[src/rtl/miter_seq_cmp.sv]
// miter_seq_cmp: windowed gold-vs-gate comparator with gold-side alignment delay, don't-care masking,
// sticky per-channel fail flags, first-fail capture and saturating mismatch count. Option macro: MITER_STOP_ON_FAIL_EN.
module miter_seq_cmp #(
  parameter int  WIDTH    = 8,
  parameter int  CHANNELS = 4,
  parameter int  DELAY    = 2,
  parameter int  CNT_W    = 16,
  localparam int CH_W     = (CHANNELS > 1) ? $clog2(CHANNELS) : 1,
  localparam int DW       = CHANNELS * WIDTH
) (
  input  logic             clk,
  input  logic             rst,
  input  logic             start,
  input  logic [CNT_W-1:0] window,
  input  logic             valid_in,
  input  logic [DW-1:0]    gold_in,
  input  logic [DW-1:0]    xmask_in,
  input  logic [DW-1:0]    gate_in,
  output logic             busy,
  output logic             done,
  output logic             pass,
  output logic [CHANNELS-1:0] fail_chan,
  output logic [CNT_W-1:0] first_fail_cycle,
  output logic [CH_W-1:0]  first_fail_chan,
  output logic [15:0]      mismatch_count
);

  typedef enum logic [1:0] {
    S_IDLE,
    S_RUN,
    S_DONE
  } state_t;

  state_t              state_q, state_d;
  logic [CNT_W-1:0]    window_q, window_d;
  logic [CNT_W-1:0]    beat_q, beat_d;
  logic                pass_q, pass_d;
  logic [CHANNELS-1:0] fail_q, fail_d;
  logic [CNT_W-1:0]    ffc_q, ffc_d;
  logic [CH_W-1:0]     ffch_q, ffch_d;
  logic [15:0]         cnt_q, cnt_d;

  logic                clr_pipe;
  logic                dvalid;
  logic [DW-1:0]       dgold;
  logic [DW-1:0]       dmask;
  logic [CHANNELS-1:0] miss;
  logic                any_miss;
  logic [CH_W-1:0]     low_ch;
  logic                last_beat;

  // Gold-side alignment: valid, data and mask travel together so gate_in meets the matching gold beat.
  generate
    if (DELAY == 0) begin : g_nodly
      assign dvalid = valid_in;
      assign dgold  = gold_in;
      assign dmask  = xmask_in;
    end else begin : g_dly
      logic          v_q [DELAY];
      logic [DW-1:0] g_q [DELAY];
      logic [DW-1:0] m_q [DELAY];

      always_ff @(posedge clk) begin
        if (rst || clr_pipe) begin
          for (int i = 0; i < DELAY; i++) begin
            v_q[i] <= 1'b0;
          end
        end else begin
          v_q[0] <= valid_in;
          for (int i = 1; i < DELAY; i++) begin
            v_q[i] <= v_q[i-1];
          end
        end
      end

      always_ff @(posedge clk) begin
        g_q[0] <= gold_in;
        m_q[0] <= xmask_in;
        for (int i = 1; i < DELAY; i++) begin
          g_q[i] <= g_q[i-1];
          m_q[i] <= m_q[i-1];
        end
      end

      assign dvalid = v_q[DELAY-1];
      assign dgold  = g_q[DELAY-1];
      assign dmask  = m_q[DELAY-1];
    end
  endgenerate

  generate
    for (genvar gi = 0; gi < CHANNELS; gi++) begin : g_miss
      assign miss[gi] = |((dgold[gi*WIDTH +: WIDTH] ^ gate_in[gi*WIDTH +: WIDTH])
                          & ~dmask[gi*WIDTH +: WIDTH]);
    end
  endgenerate

  assign any_miss = |miss;

  always_comb begin
    low_ch = '0;
    for (int i = CHANNELS - 1; i >= 0; i--) begin
      if (miss[i]) begin
        low_ch = CH_W'(i);
      end
    end
  end

  always_comb begin
    last_beat = (beat_q == (window_q - CNT_W'(1)));
`ifdef MITER_STOP_ON_FAIL_EN
    last_beat = last_beat || any_miss;
`endif
  end

  always_comb begin
    state_d  = state_q;
    window_d = window_q;
    beat_d   = beat_q;
    pass_d   = pass_q;
    fail_d   = fail_q;
    ffc_d    = ffc_q;
    ffch_d   = ffch_q;
    cnt_d    = cnt_q;
    clr_pipe = 1'b0;
    case (state_q)
      S_IDLE, S_DONE: begin
        if (start) begin
          clr_pipe = 1'b1;
          window_d = window;
          beat_d   = '0;
          fail_d   = '0;
          ffc_d    = '0;
          ffch_d   = '0;
          cnt_d    = '0;
          // An empty window finishes immediately as a trivial pass.
          if (window == '0) begin
            state_d = S_DONE;
            pass_d  = 1'b1;
          end else begin
            state_d = S_RUN;
            pass_d  = 1'b0;
          end
        end
      end
      S_RUN: begin
        if (dvalid) begin
          fail_d = fail_q | miss;
          if (any_miss && (fail_q == '0)) begin
            ffc_d  = beat_q;
            ffch_d = low_ch;
          end
          if (any_miss && (cnt_q != 16'hFFFF)) begin
            cnt_d = cnt_q + 16'd1;
          end
          beat_d = beat_q + CNT_W'(1);
          if (last_beat) begin
            state_d = S_DONE;
            pass_d  = ((fail_q | miss) == '0);
          end
        end
      end
      default: begin
        state_d = S_IDLE;
      end
    endcase
  end

  always_ff @(posedge clk) begin
    if (rst) begin
      state_q  <= S_IDLE;
      window_q <= '0;
      beat_q   <= '0;
      pass_q   <= 1'b0;
      fail_q   <= '0;
      ffc_q    <= '0;
      ffch_q   <= '0;
      cnt_q    <= '0;
    end else begin
      state_q  <= state_d;
      window_q <= window_d;
      beat_q   <= beat_d;
      pass_q   <= pass_d;
      fail_q   <= fail_d;
      ffc_q    <= ffc_d;
      ffch_q   <= ffch_d;
      cnt_q    <= cnt_d;
    end
  end

  assign busy             = (state_q == S_RUN);
  assign done             = (state_q == S_DONE);
  assign pass             = pass_q;
  assign fail_chan        = fail_q;
  assign first_fail_cycle = ffc_q;
  assign first_fail_chan  = ffch_q;
  assign mismatch_count   = cnt_q;

endmodule

[config.mk]
export PLATFORM = sky130hd
export DESIGN_NAME = miter_seq_cmp
export DESIGN_NICKNAME = d
export VERILOG_FILES = /design/src/rtl/miter_seq_cmp.sv
export SDC_FILE = /design/constraint.sdc
export NUM_CORES = 1
export LEC_CHECK = 0
export CORE_AREA = 2 2 155 96
export CTS_CLUSTER_DIAMETER = 150
export DETAILED_ROUTE_END_ITERATION = 8
export DIE_AREA = 0 0 157 98
export GPL_TIMING_DRIVEN = 1
export PLACE_DENSITY = 0.78
export SYNTH_ARGS = -nofsm -noshare
export SYNTH_HDL_FRONTEND = slang
export SYNTH_SLANG_ARGS = --single-unit
[constraint.sdc]
create_clock -name clk -period 3.4 [get_ports clk]
set_input_delay 1.02 -clock clk [delete_from_list [all_inputs] [get_ports clk]]
set_output_delay 1.02 -clock clk [all_outputs]
set_load 0.02 [all_outputs]
==> results.cfg, run 1 <==
[status]
status = complete, no violations

[power]
ir_drop_mv = 0.3953
p_leak_nw = 3.372
p_per_area_nw_per_um2 = 544.7

[critical_path]
r2r_slack_ns = 0.66
criticalPathCategory = reg -> out
cp_max_fo = 8
crit_chain = nand2b_1, inv_2, clkdlybuf4s50_1
path_buf_inv = 2
worstPathArrival_ns = 1.98
crit_family = buffers and inverters
cp.required_ns = 2.38
path_depth = 3
critPathMaxStageDelay_ns = 0.65
cp-startpoint = state_q[0]
worst_path_max_delay_cell = clkdlybuf4s50_1
r2r_start = window_q[0]
timing.rr.end = state_q[0]
rr_worst_depth = 9
start_kind = flop
end_kind = primary output

[timing]
hold_viol = 0
fin_skew_ns = 0.02168
drv_slew = 0
setup_viol = 0
post-route-worst-setup-slack_ns = 0.4001
timing.fmax_ghz = 0.3333
fin_crit_ns = 3.000
finalCritPeriodShare_pct = 88.23
worstMarginPinSlew_ns = 0.7207
tns_ns = 0
relSlewSlack_pct = 51.51
grt_setup_unrepaired = no

[routing]
routed_wirelength_mm = 14.97
via_per_inst = 5.050
dr.pass1.iters = 4
ant_nets = 0
drt-initial-drc-count = 271
num_vias = 5055
route.detailed.drc = 0
wl_per_cell_um = 14.96

[synth]
synth.area.top_cells = dfxtp_1 61%, xnor2_1 6.5%, nand2_1 3.2%
ys_seq_elements = 203
synth_ff_type = dfxtp_1
yosysMostFrequentCell = dfxtp_1
syn_area_sq_um = 6710
post_synth_most_frequent_cells = 203 x dfxtp_1, 58 x nand2_1, 50 x xnor2_1
synth_seq_area_share_pct = 60.56
ys_types = 58
synthesis.nets = 744
netlist_instances = 625
synth_async_sr_flop_share_pct = 0
ys_warn_count = 0
synth_area_per_cell_sq_um = 10.74
synth_top_area_share_pct = 60.56
synth-edff-count = 0
synth.largest_area_cell = dfxtp_1

[clock_tree]
cts_root_buffer = clkbuf_16
cts_htree_levels = 1
cts_made_buffers = 19
post_cts_buffers = 0
cts_hold_buf = 0
clockBufferDepth = 3
clk_pin_slew_ns = 0.07
cts_tree = yes
worst_skew_pair.late_latency_ns = 0.49
postCtsResizedCells = 0
cts.sinks = 203

[floorplanning]
start_util_pct = 47.65
rows = 34
die_w_um = 157
dieArea_sq_um = 15390
die_h_um = 98
pin_count = 157
core_sq_um = 14080

[global_route]
first_global_vias = 4949
grt_pass1_wl_mm = 24.46
grt_use_total_pct = 19.76
antenna_found_initial = 0
overflow = 0
grt_max_degree = 21

[layout]
drive_above_1_share_pct = 7.970
antennaDiodeCount = 0
nNetsFinal = 910
area_delta_synth_final_pct = 36.12
final_cells = 1001

[min_path]
min_from = g_dly.g_q[0][11]
whs_path_depth = 0
hold_path_class = reg -> reg
hold_end = g_dly.g_q[0][43]

[job]
maxCapViolCount = 0

[place]
port_buffers = 156
place_inst = 968
globalplace.congestion = 0.8879
dp_hpwl_mm = 11.49
post-place-ws_ns = 0.1096
==> registers in the layout (all words and copies together) (netlist names) <==
signal	cells
g_dly.m_q	64
first_fail_chan	2
first_fail_cycle	16
fail_chan	4
window_q	16
g_dly.g_q	64
mismatch_count	16
beat_q	16
g_dly.v_q	2
state_q	2
pass	1
==> worst max-delay path by stage <==
stage	to	slack, ns
final	busy	0.40
after global routing	busy	0.34
after CTS	busy	0.40
after detailed placement	first_fail_cycle[6]	0.11
after global placement	first_fail_cycle[9]	0.10
after floorplan	first_fail_cycle[7]	0.57
==> area by class of cell <==
type | count | area, sq um
timing repair buffer | 172 | 1694
inverter | 10 | 37.54
sequential | 203 | 4064
multi-input combinational | 385 | 2490
clock buffer | 25 | 518.0
tap | 198 | 247.7
clock inverter | 8 | 82.58
fill | 1078 | 4947
==> per-layer routing <==
layer	share of wire (%)	GRT usage [%]	vias up
met3	9.4	6.303	25
li1	-	-	2512
met1	46	27.30	2326
met2	43	30.06	192
met4	1.8	5.152	0
met5	0	0	-
==> cells in the final DEF, fill, tap and decap left out, types with 3 or more instances in the layout <==
cell type	instances
a211oi_1	4
a21oi_1	31
a22o_1	17
a31oi_1	3
and3_1	9
buf_4	15
clkbuf_1	4
clkbuf_16	19
clkdlybuf4s50_1	156
clkinvlp_4	4
dfxtp_1	203
ha_1	3
inv_1	9
mux2i_1	3
nand2_1	58
nand2b_1	4
nand3_1	12
nand3b_1	6
nand4_1	13
nor2_1	49
nor3_1	9
nor4_1	8
nor4_2	4
o21ai_0	4
o21ai_1	6
o22ai_1	16
o31ai_1	5
or3_1	7
or4_1	9
xnor2_1	50
xor2_1	20
==> through the flow <==
stage          power [mW]  hold WS (ns)  util, %  cell area, sq um
5_1_grt             5.172        0.3301    64.87              9134
3_3_place_gp        2.987        0.3104    60.60              8533
3_5_place_dp        3.004        0.3121    60.60              8533
4_1_cts             5.013        0.3253    64.87              9134
6_report            4.975        0.3251    64.87              9134
2_1_floorplan       2.781        0.3096        -              6710
==> power by group <==
part | total (mW) | switching (mW) | leakage (nW) | internal, mW
sequential | 2.52 | 0.0504 | 1.69 | 2.47
clock | 2.02 | 0.863 | 0.281 | 1.16
combinational | 0.428 | 0.185 | 1.40 | 0.242
==> worst reg2reg max path: stages (launching register included) <==
cell and delay (ns):
dfxtp_1 0.39, inv_1 0.09, ha_1 0.27, nor3b_2 0.53
and4_1 0.28, o21ai_0 0.09, a221o_1 0.40, a2111oi_4 0.29
a31o_1 0.20, a211oi_1 0.06
==> logic make-up after synthesis <==
logic type / Yosys count / synth area share [%]
simple gates: 204 / 15.79
flops: 203 / 60.56
compound gates: 104 / 10.93
xor+xnor: 71 / 9.379
buf+inv: 37 / 2.331
mux: 3 / 0.4475
fa+ha+maj: 3 / 0.5594
Power figures use the tool's default switching activity.
==> inputs of run 2 (changes only) <==
--- a/config.mk
+++ b/config.mk
@@ -9,7 +9,7 @@
 export CTS_CLUSTER_DIAMETER = 150
 export DETAILED_ROUTE_END_ITERATION = 8
 export DIE_AREA = 0 0 157 98
-export GPL_TIMING_DRIVEN = 1
+export GPL_ROUTABILITY_DRIVEN = 1
 export PLACE_DENSITY = 0.78
 export SYNTH_ARGS = -nofsm -noshare
 export SYNTH_HDL_FRONTEND = slang
==> results of run 2 <==
Final layout, timing and power as in run 1 (identical DEF).
==> inputs of run 3 (changes only) <==
--- a/config.mk
+++ b/config.mk
@@ -14,3 +14,4 @@
 export SYNTH_ARGS = -nofsm -noshare
 export SYNTH_HDL_FRONTEND = slang
 export SYNTH_SLANG_ARGS = --single-unit
+export TNS_END_PERCENT = 5
==> results of run 3 <==
Final layout, timing and power as in run 1 (identical DEF).
